==> src/rtl/uart_rx_fifo.sv <==
// uart_rx_fifo: UART receiver with runtime baud divisor, parity and stop-bit
// selection, feeding a first-word-fall-through receive FIFO.
// Ports:
//   clk, rst               clock, synchronous active-high reset
//   rx_serial_in           asynchronous serial line (idle high)
//   clks_per_bit_in        clk cycles per bit (clamped to >= 4)
//   parity_mode_in         00/11 none, 01 even, 10 odd
//   two_stop_in            1 selects two stop bits
//   rd_en_in               pop FIFO head
//   clr_overrun_in         clear sticky overrun flag
//   rx_data_out, rx_parity_err_out, rx_frame_err_out   FIFO head entry
//   rx_valid_out, rx_level_out                        FIFO status
//   rx_overrun_out         sticky: a frame was dropped on a full FIFO
//   rx_done_out            one-cycle pulse per completed frame
module uart_rx_fifo #(
  parameter int unsigned DATA_BITS  = 8,
  parameter int unsigned FIFO_DEPTH = 16,
  parameter int unsigned DIV_WIDTH  = 16
) (
  input  logic                               clk,
  input  logic                               rst,
  input  logic                               rx_serial_in,
  input  logic [DIV_WIDTH-1:0]               clks_per_bit_in,
  input  logic [1:0]                         parity_mode_in,
  input  logic                               two_stop_in,
  input  logic                               rd_en_in,
  input  logic                               clr_overrun_in,
  output logic [DATA_BITS-1:0]               rx_data_out,
  output logic                               rx_parity_err_out,
  output logic                               rx_frame_err_out,
  output logic                               rx_valid_out,
  output logic [$clog2(FIFO_DEPTH+1)-1:0]    rx_level_out,
  output logic                               rx_overrun_out,
  output logic                               rx_done_out
);

  localparam int unsigned AW = $clog2(FIFO_DEPTH);
  localparam int unsigned PW = AW + 1;
  localparam int unsigned LW = $clog2(FIFO_DEPTH + 1);
  localparam int unsigned EW = DATA_BITS + 2;
  localparam int unsigned BW = $clog2(DATA_BITS);

  typedef enum logic [2:0] {
    S_IDLE, S_START, S_DATA, S_PARITY, S_STOP, S_WAIT_HIGH
  } state_t;

  state_t               state, state_n;
  logic                 rx_s1, rx_s2;
  logic [DIV_WIDTH-1:0] cnt, cnt_n, div_l, div_n, div_eff;
  logic [1:0]           pm_l, pm_n;
  logic                 two_l, two_n;
  logic [DATA_BITS-1:0] shreg, sh_n;
  logic [BW-1:0]        bit_idx, idx_n;
  logic                 perr, perr_n, ferr, ferr_n, stop2, stop2_n;
  logic                 tick, par_en, ferr_fin, push_c;
  logic [EW-1:0]        entry_c;

  logic [EW-1:0]        mem [FIFO_DEPTH];
  logic [PW-1:0]        wptr, rptr;
  logic                 full_c, empty_c, pop_c, wr_c;
  logic [EW-1:0]        head_c;

  // Clamp the divisor so the mid-bit offset and reload values stay sane
  assign div_eff = (clks_per_bit_in < DIV_WIDTH'(4)) ? DIV_WIDTH'(4) : clks_per_bit_in;
  assign tick    = (cnt == '0);
  assign par_en  = (pm_l == 2'b01) || (pm_l == 2'b10);

  // Frame decoder: next-state and datapath updates
  always_comb begin
    state_n  = state;
    cnt_n    = cnt;
    div_n    = div_l;
    pm_n     = pm_l;
    two_n    = two_l;
    sh_n     = shreg;
    idx_n    = bit_idx;
    perr_n   = perr;
    ferr_n   = ferr;
    stop2_n  = stop2;
    push_c   = 1'b0;
    ferr_fin = ferr | ~rx_s2;
    entry_c  = {ferr_fin, perr, shreg};
    case (state)
      S_IDLE: begin
        if (!rx_s2) begin
          div_n   = div_eff;
          pm_n    = parity_mode_in;
          two_n   = two_stop_in;
          cnt_n   = (div_eff - DIV_WIDTH'(1)) >> 1;
          state_n = S_START;
        end
      end
      S_START: begin
        if (!tick) begin
          cnt_n = cnt - DIV_WIDTH'(1);
        end else if (rx_s2) begin
          state_n = S_IDLE;
        end else begin
          cnt_n   = div_l - DIV_WIDTH'(1);
          idx_n   = '0;
          perr_n  = 1'b0;
          ferr_n  = 1'b0;
          stop2_n = 1'b0;
          state_n = S_DATA;
        end
      end
      S_DATA: begin
        if (!tick) begin
          cnt_n = cnt - DIV_WIDTH'(1);
        end else begin
          sh_n  = {rx_s2, shreg[DATA_BITS-1:1]};
          cnt_n = div_l - DIV_WIDTH'(1);
          idx_n = bit_idx + BW'(1);
          if (bit_idx == BW'(DATA_BITS - 1))
            state_n = par_en ? S_PARITY : S_STOP;
        end
      end
      S_PARITY: begin
        if (!tick) begin
          cnt_n = cnt - DIV_WIDTH'(1);
        end else begin
          // Odd mode inverts the even-mode error term
          perr_n  = (^shreg) ^ rx_s2 ^ (pm_l == 2'b10);
          cnt_n   = div_l - DIV_WIDTH'(1);
          state_n = S_STOP;
        end
      end
      S_STOP: begin
        if (!tick) begin
          cnt_n = cnt - DIV_WIDTH'(1);
        end else if (two_l && !stop2) begin
          ferr_n  = ~rx_s2;
          stop2_n = 1'b1;
          cnt_n   = div_l - DIV_WIDTH'(1);
        end else begin
          ferr_n  = ferr_fin;
          push_c  = 1'b1;
          // A line still low after a framing error is a break; wait it out
          state_n = (ferr_fin && !rx_s2) ? S_WAIT_HIGH : S_IDLE;
        end
      end
      S_WAIT_HIGH: begin
        if (rx_s2) state_n = S_IDLE;
      end
      default: state_n = S_IDLE;
    endcase
  end

  // Synchroniser and decoder registers
  always_ff @(posedge clk) begin
    if (rst) begin
      rx_s1   <= 1'b1;
      rx_s2   <= 1'b1;
      state   <= S_IDLE;
      cnt     <= '0;
      div_l   <= DIV_WIDTH'(4);
      pm_l    <= 2'b00;
      two_l   <= 1'b0;
      shreg   <= '0;
      bit_idx <= '0;
      perr    <= 1'b0;
      ferr    <= 1'b0;
      stop2   <= 1'b0;
    end else begin
      rx_s1   <= rx_serial_in;
      rx_s2   <= rx_s1;
      state   <= state_n;
      cnt     <= cnt_n;
      div_l   <= div_n;
      pm_l    <= pm_n;
      two_l   <= two_n;
      shreg   <= sh_n;
      bit_idx <= idx_n;
      perr    <= perr_n;
      ferr    <= ferr_n;
      stop2   <= stop2_n;
    end
  end

  assign empty_c = (wptr == rptr);
  assign full_c  = ((wptr - rptr) == PW'(FIFO_DEPTH));
  assign pop_c   = rd_en_in && !empty_c;
  // A simultaneous pop frees the slot, so a push into a full FIFO still lands
  assign wr_c    = push_c && (!full_c || pop_c);

  // Receive FIFO storage, pointers, overrun and done pulse
  always_ff @(posedge clk) begin
    if (rst) begin
      for (int i = 0; i < int'(FIFO_DEPTH); i++) mem[i] <= '0;
      wptr           <= '0;
      rptr           <= '0;
      rx_overrun_out <= 1'b0;
      rx_done_out    <= 1'b0;
    end else begin
      if (wr_c) begin
        mem[wptr[AW-1:0]] <= entry_c;
        wptr              <= wptr + PW'(1);
      end
      if (pop_c) rptr <= rptr + PW'(1);
      rx_done_out <= push_c;
      if (push_c && !wr_c)  rx_overrun_out <= 1'b1;
      else if (clr_overrun_in) rx_overrun_out <= 1'b0;
    end
  end

  // Head is a read of registered storage at the registered read pointer
  assign head_c            = mem[rptr[AW-1:0]];
  assign rx_data_out       = head_c[DATA_BITS-1:0];
  assign rx_parity_err_out = head_c[DATA_BITS];
  assign rx_frame_err_out  = head_c[DATA_BITS+1];
  assign rx_valid_out      = !empty_c;
  assign rx_level_out      = LW'(wptr - rptr);

endmodule
==> config.mk <==
export PLATFORM = sky130hd
export DESIGN_NAME = uart_rx_fifo
export DESIGN_NICKNAME = d
export VERILOG_FILES = /design/src/rtl/uart_rx_fifo.sv
export SDC_FILE = /design/constraint.sdc
export NUM_CORES = 1
export LEC_CHECK = 0
export ABC_AREA = 1
export CORE_AREA = 2 2 185 187
export DETAILED_ROUTE_END_ITERATION = 16
export DIE_AREA = 0 0 187 189
export GPL_TIMING_DRIVEN = 0
export PLACE_DENSITY_LB_ADDON = 0.1
export SLEW_MARGIN = 20
export SYNTH_ARGS = -nofsm -noshare
export SYNTH_HDL_FRONTEND = slang
export SYNTH_SLANG_ARGS = --single-unit
==> constraint.sdc <==
create_clock -name clk -period 6.89 [get_ports clk]
set_clock_uncertainty 0.05 [all_clocks]
set_input_delay 0.689 -clock clk [delete_from_list [all_inputs] [get_ports clk]]
set_output_delay 0.689 -clock clk [all_outputs]
set_load 0.005 [all_outputs]
==> results of run 1 <==
[state kept, by name, summed over array words and instances (netlist names), named ones only]
name	count
mem	160
cnt	16
div_l	16
shreg	8
rptr	5
wptr	5
bit_idx	3
state	3
pm_l	2
ferr	1
perr	1
rx_done_out	1
rx_overrun_out	1
rx_s1	1
rx_s2	1
stop2	1
two_l	1
[through the flow]
step                      setup slack, ps  util (%)  instance area (µm²)  total power (µW)  hold WS [ps]
after floorplan                      4220         -                11500              2460           339
after CTS                            2790      39.8                13200              4220           363
after detailed placement             3350      37.4                12400              2910           347
after global placement               3340      37.4                12400              2910           346
final                                2690      39.8                13200              4210           364
after global routing                 2570      39.8                13200              4430           375
[power groups by stage]
stage	logic, µW	clock network, µW	registers (µW)
2_1_floorplan	822	0	1640
3_5_place_dp	1250	0	1660
6_report	1270	1320	1630
4_1_cts	1260	1340	1630
3_3_place_gp	1260	0	1650
5_1_grt	1390	1400	1640
[logic make-up (layout without fill, tap and decap cells)]
| group | after synthesis | count (layout) | share of synthesized area, % |
|---|---|---|---|
| AO/OA/AOI/OAI | 272 | 272 | 13.0 |
| XOR/XNOR | 17 | 17 | 1.30 |
| adder cells (fa/ha/maj) | 15 | 15 | 1.70 |
| buffers and inverters | 219 | 307 | 8.38 |
| flip-flops | 230 | 230 | 54.1 |
| multiplexers | 40 | 40 | 3.49 |
| AND/OR/NAND/NOR | 492 | 492 | 18.1 |
[worst reg2reg max path: cells and delay by family (launching register included)]
| kind | cells | cell delay (ps) |
|---|---|---|
| and+or+nand+nor | 5 | 1020 |
| adders and majority gates | 2 | 650 |
| buffers and inverters | 3 | 420 |
| DFF | 1 | 370 |
| AOI/OAI and AO/OA | 1 | 240 |
| xor gates and xnor gates | 1 | 190 |
[cells in the mapped netlist (8+ instances only)]
master    count  area, µm²
dfxtp_1      70       1400
o21ai_0     118        591
mux2i_1      40        400
xor2_1        8       70.1
buf_6        15        169
inv_1       135        507
ha_1         14        175
nor2_1      239        897
nand3_1      63        315
xnor2_1       9       78.8
a21oi_1     101        505
edfxtp_1    160       4800
clkinv_1      9       33.8
nor3_1       11       55.1
clkbuf_1     43        161
nand2_1     145        544
o211ai_1     41        308
[routing by layer]
layer  up-vias  share of wire (%)  global-route usage (%)  routed length (µm)
li1       4467                  -                       -                   -
met1      4291                 47                    27.3               16500
met2       247                 45                    31.5               15600
met3        63                5.4                    3.58                1890
met4         2                2.4                    5.74                 830
met5         -              0.052                       0                  18
[cell type report]
cell class	count	area [µm²]	area share (%)
Buffer	72	410	3.10
Clock buffer	35	706	5.33
Clock inverter	13	87.6	0.662
Inverter	147	552	4.17
Multi-Input combinational cell	836	4310	32.6
Sequential cell	230	6210	46.9
Tap cell	448	561	4.24
Timing Repair Buffer	40	400	3.03
[worst max path at each step]
stage                       startpoint             end  slack [ps]
floorplan                      wptr[0]      mem[14][0]        4220
global placement    clks_per_bit_in[9]         cnt[11]        3340
detailed placement  clks_per_bit_in[9]          cnt[9]        3350
CTS                           register  rx_data_out[2]        2790
global route                  register  rx_data_out[2]        2570
finish                        register  rx_data_out[2]        2690
==> flow_metrics.env, run 1 <==
export IMPL_run_status="finished, final reports clean"
export IMPL_clock_group_share_of_total_power_pct=31.3
export IMPL_place_inst=1773
export IMPL_overflow=0
export IMPL_io_pins=42
export IMPL_power_ir_vdd_worst_uv=196
export IMPL_worst_ep_required_time_ps=6150
export IMPL_floorplan_rows=67
export IMPL_clkLatencyLatePin_ps=530
export IMPL_grt_max_degree=13
export IMPL_via_count=9070
export IMPL_data_arrival_at_the_endpoint_of_the_critical_path_ps=3460
export IMPL_rsz0062_at_grt="no"
export IMPL_cts_repair_timing_setup_buffer_count=0
export IMPL_count_of_flip_flops_with_a_built_in_enable_after_synthesis=160
export IMPL_dpl_hpwl_mm=25.1
export IMPL_critPathBufInv=3
export IMPL_cts_hold_buffers_added=0
export IMPL_hold_path_class="reg2reg"
export IMPL_routed_wirelength_mm=34.9
export IMPL_cts_repair_resize_count=0
export IMPL_hold_start="rx_s1"
export IMPL_postSynthCellCount=1285
export IMPL_fin_setup_tns_ps=0
export IMPL_yosys_cell_types_count=43
export IMPL_cts_sinks=230
export IMPL_worst_path_cell_chain="clkbuf_1 > buf_1 > mux2i_1 > o211ai_1 > nand3_1 > nand2_1 > clkdlybuf4s50_1"
export IMPL_first_iter_violations=712
export IMPL_first_global_vias=8823
export IMPL_ys_seq_elements=230
export IMPL_drv_slew=0
export IMPL_number_of_buffers_created_by_cts=27
export IMPL_final_net_count=1393
export IMPL_die_height_um=189
export IMPL_hold_worst_path_end="rx_s2"
export IMPL_timing_worst_setup_path_type="reg2out"
export IMPL_worst_hold_path_num_cells=1
export IMPL_ys_flop_type="edfxtp_1"
export IMPL_route_detailed_wl_per_inst_um=19.1
export IMPL_rr_worst_depth=12
export IMPL_flow_area_growth_from_synthesis_pct=15.3
export IMPL_timing_max_slew_rel_slack_pct=35.8
export IMPL_crit_path_end_kind="output pin"
export IMPL_power_density_nw_per_um2=318
export IMPL_antennaDiodeCount=0
export IMPL_core_region_area_um2=33300
export IMPL_first_pass_grt_wire_length_mm=53.2
export IMPL_die_width_um=187
export IMPL_floorplan_die_area_um2=35300
export IMPL_worst_path_dominant_cell_family="buffers and inverters"
export IMPL_yosysSeqAreaShare_pct=54.1
export IMPL_drt_drc_violations_left=0
export IMPL_worst_path_max_fanout=10
export IMPL_mappedNetlistNets=1324
export IMPL_synth_async_reset_ratio_pct=0
export IMPL_ff2ff_setup_slack_ps=3600
export IMPL_timing_fmax_mhz=238
export IMPL_setup_violations=0
export IMPL_max_cap_violations=0
export IMPL_timing_critical_path_slowest_cell_delay_ps=700
export IMPL_num_fill_cells=3376
export IMPL_globalplace_congestion=0.853
export IMPL_switching_power_uw=1460
export IMPL_power_combinational_fraction_pct=30.1
export IMPL_post_route_cells_drive_above_1_share_pct=6.12
export IMPL_final_common_cell="nor2_1"
export IMPL_initial_utilization_pct=34.5
export IMPL_max_slew_worst_pin_slew_ps=959
export IMPL_final_cell_mix="nor2_1 (239), edfxtp_1 (160), nand2_1 (145)"
export IMPL_syn_cell_area_um2=11500
export IMPL_grt_usage_pct=19.7
export IMPL_critical_path_slowest_cell="buf_1"
export IMPL_clock_slew_at_the_register_clock_pins_of_the_worst_setup_and_hold_paths_ps=60
export IMPL_rr_startpoint="wptr[0]"
export IMPL_fin_crit_ps=4200
export IMPL_synthesis_area_per_instance_um2=8.93
export IMPL_timing_final_hold_violations=0
export IMPL_port_buffers=40
export IMPL_final_period_utilization_pct=61.0
export IMPL_finish_cell_count_without_fillers=1821
export IMPL_critical_path_depth=7
export IMPL_sequentialPowerShare_pct=38.7
export IMPL_clock_path_buffers=3
export IMPL_vias_per_cell=4.98
export IMPL_tritoncts="built"
export IMPL_htree_num_levels=1
export IMPL_antenna_left=0
export IMPL_antenna_violations_before_repair=1
export IMPL_length_of_the_first_detailed_routing_pass_in_iterations=5
export IMPL_yosys_warnings=0
export IMPL_cellInternalPower_uw=2750
export IMPL_sw_frac_of_total_pct=34.8
export IMPL_worst_r2r_endpoint="mem[14][2]"
export IMPL_worstSetupStartpointType="register"
export IMPL_clock_tree_root_cell="clkbuf_16"
export IMPL_leakagePower_uw=0.00478
Note: power is estimated with default switching activity, not from simulation.
==> inputs of run 2 (changes only) <==
==> constraint.sdc (replaced) <==
create_clock -name clk -period 3.7 [get_ports clk]
set_clock_uncertainty 0.05 [all_clocks]
set_input_delay 0.37 -clock clk [delete_from_list [all_inputs] [get_ports clk]]
set_output_delay 0.37 -clock clk [all_outputs]
set_load 0.005 [all_outputs]
==> flow_metrics.env, run 2 (synthesis results as in run 1) <==
export IMPL_run_status="finished, final reports clean"
export IMPL_cts_repair_resize_count=1
export IMPL_worst_ep_required_time_ps=3280
export IMPL_reg_largest_list="mem (160), cnt (16), div_l (16)"
export IMPL_htree_num_levels=1
export IMPL_port_buffers=40
export IMPL_rsz0062_at_grt="no"
export IMPL_power_density_nw_per_um2=592
export IMPL_timing_worst_setup_path_type="reg2out"
export IMPL_grt_usage_pct=19.7
export IMPL_crit_path_end_kind="output pin"
export IMPL_clkLatencyLatePin_ps=530
export IMPL_clock_path_buffers=3
export IMPL_route_detailed_wl_per_inst_um=19.1
export IMPL_power_ir_vdd_worst_uv=365
export IMPL_largest_register="mem"
export IMPL_fin_setup_tns_ps=0
export IMPL_overflow=0
export IMPL_drt_drc_violations_left=0
export IMPL_tritoncts="built"
export IMPL_num_fill_cells=3375
export IMPL_cts_repair_timing_setup_buffer_count=0
export IMPL_flow_area_growth_from_synthesis_pct=15.3
export IMPL_final_period_utilization_pct=94.8
export IMPL_globalplace_congestion=0.853
export IMPL_setup_violations=0
export IMPL_io_pins=42
export IMPL_drv_slew=0
export IMPL_grt_max_degree=13
export IMPL_die_height_um=189
export IMPL_antenna_left=0
export IMPL_core_region_area_um2=33300
export IMPL_data_arrival_at_the_endpoint_of_the_critical_path_ps=3090
export IMPL_via_count=9072
export IMPL_number_of_buffers_created_by_cts=27
export IMPL_final_cell_mix="nor2_1 (239), edfxtp_1 (160), nand2_1 (145)"
export IMPL_die_width_um=187
export IMPL_cts_hold_buffers_added=0
export IMPL_timing_fmax_mhz=285
export IMPL_dpl_hpwl_mm=25.1
export IMPL_max_slew_worst_pin_slew_ps=957
export IMPL_timing_max_slew_rel_slack_pct=35.9
export IMPL_vias_per_cell=4.98
export IMPL_fin_crit_ps=3510
export IMPL_floorplan_rows=67
export IMPL_clock_tree_root_cell="clkbuf_16"
export IMPL_worst_path_max_fanout=10
export IMPL_floorplan_die_area_um2=35300
export IMPL_first_global_vias=8823
export IMPL_clock_slew_at_the_register_clock_pins_of_the_worst_setup_and_hold_paths_ps=60
export IMPL_antenna_violations_before_repair=1
export IMPL_length_of_the_first_detailed_routing_pass_in_iterations=5
export IMPL_max_cap_violations=0
export IMPL_post_route_cells_drive_above_1_share_pct=6.19
export IMPL_antennaDiodeCount=0
export IMPL_hold_path_class="in2reg"
export IMPL_largest_reg_flops=160
export IMPL_first_iter_violations=712
export IMPL_timing_final_hold_violations=0
export IMPL_final_net_count=1393
export IMPL_place_inst=1773
export IMPL_first_pass_grt_wire_length_mm=53.2
export IMPL_final_common_cell="nor2_1"
export IMPL_routed_wirelength_mm=34.8
export IMPL_cts_sinks=230
export IMPL_leakagePower_uw=0.00478
export IMPL_initial_utilization_pct=34.5
export IMPL_finish_cell_count_without_fillers=1821
export IMPL_worstSetupStartpointType="register"
==> run 2: cell counts in the layout (fill, tap and decap cells not counted) <==
No cell type changed its count.
==> run 2: power by group <==
group	leakage (µW)	internal, µW	switching, µW	total [µW]
Combinational	0.00221	779	1580	2360
Sequential	0.00219	2930	97.8	3030
Clock	0.000382	1400	1050	2450
==> run 2: worst max-delay path: stages (launching register included) <==
cell	delay [ps]
dfxtp_1	390
clkbuf_1	330
buf_2	420
mux2i_1	170
o211ai_1	530
nand3_1	130
nand2_1	90
clkdlybuf4s50_1	490
==> run 2: area by class of cell <==
class | instances | area [µm²] | area share [%]
buffer | 72 | 412 | 3.11
clock buffer | 35 | 706 | 5.33
clock inverter | 13 | 87.6 | 0.662
inverter | 147 | 552 | 4.17
multi-input combinational | 836 | 4310 | 32.6
sequential | 230 | 6210 | 46.9
tap | 448 | 561 | 4.24
timing repair buffer | 40 | 400 | 3.03
==> run 2: per-stage QoR <==
step                area, µm²  utilization, %  power (µW)  setup WS [ps]  hold slack (ps)
floorplan               11500               -        4580           1030              339
global placement        12400            37.4        5420            433              346
detailed placement      12400            37.4        5420            420              347
CTS                     13200            39.8        7870            148              323
global route            13200            39.8        8250           26.9              353
finish                  13200            39.8        7840            193              347
==> run 2: metal layers <==
| metal | GRT usage, % | vias to the layer above | wire length, µm |
|---|---|---|---|
| met1 | 27.3 | 4295 | 16500 |
| met5 | 0 | - | 18 |
| met3 | 3.58 | 61 | 1870 |
| met4 | 5.74 | 2 | 827 |
| met2 | 31.5 | 247 | 15600 |
| li1 | - | 4467 | - |
==> run 2: final timing paths <==
| kind | from | endpoint | depth (start not counted) | slack (ps) |
|---|---|---|---|---|
| setup / recovery | register | rx_data_out[2] | 7 | 190 |
| hold / removal | rx_serial_in | rx_s1 | 2 | 350 |
| setup reg to reg | wptr[0] | mem[14][2] | 12 | 420 |
| hold reg to reg | rx_s1 | rx_s2 | 1 | 360 |
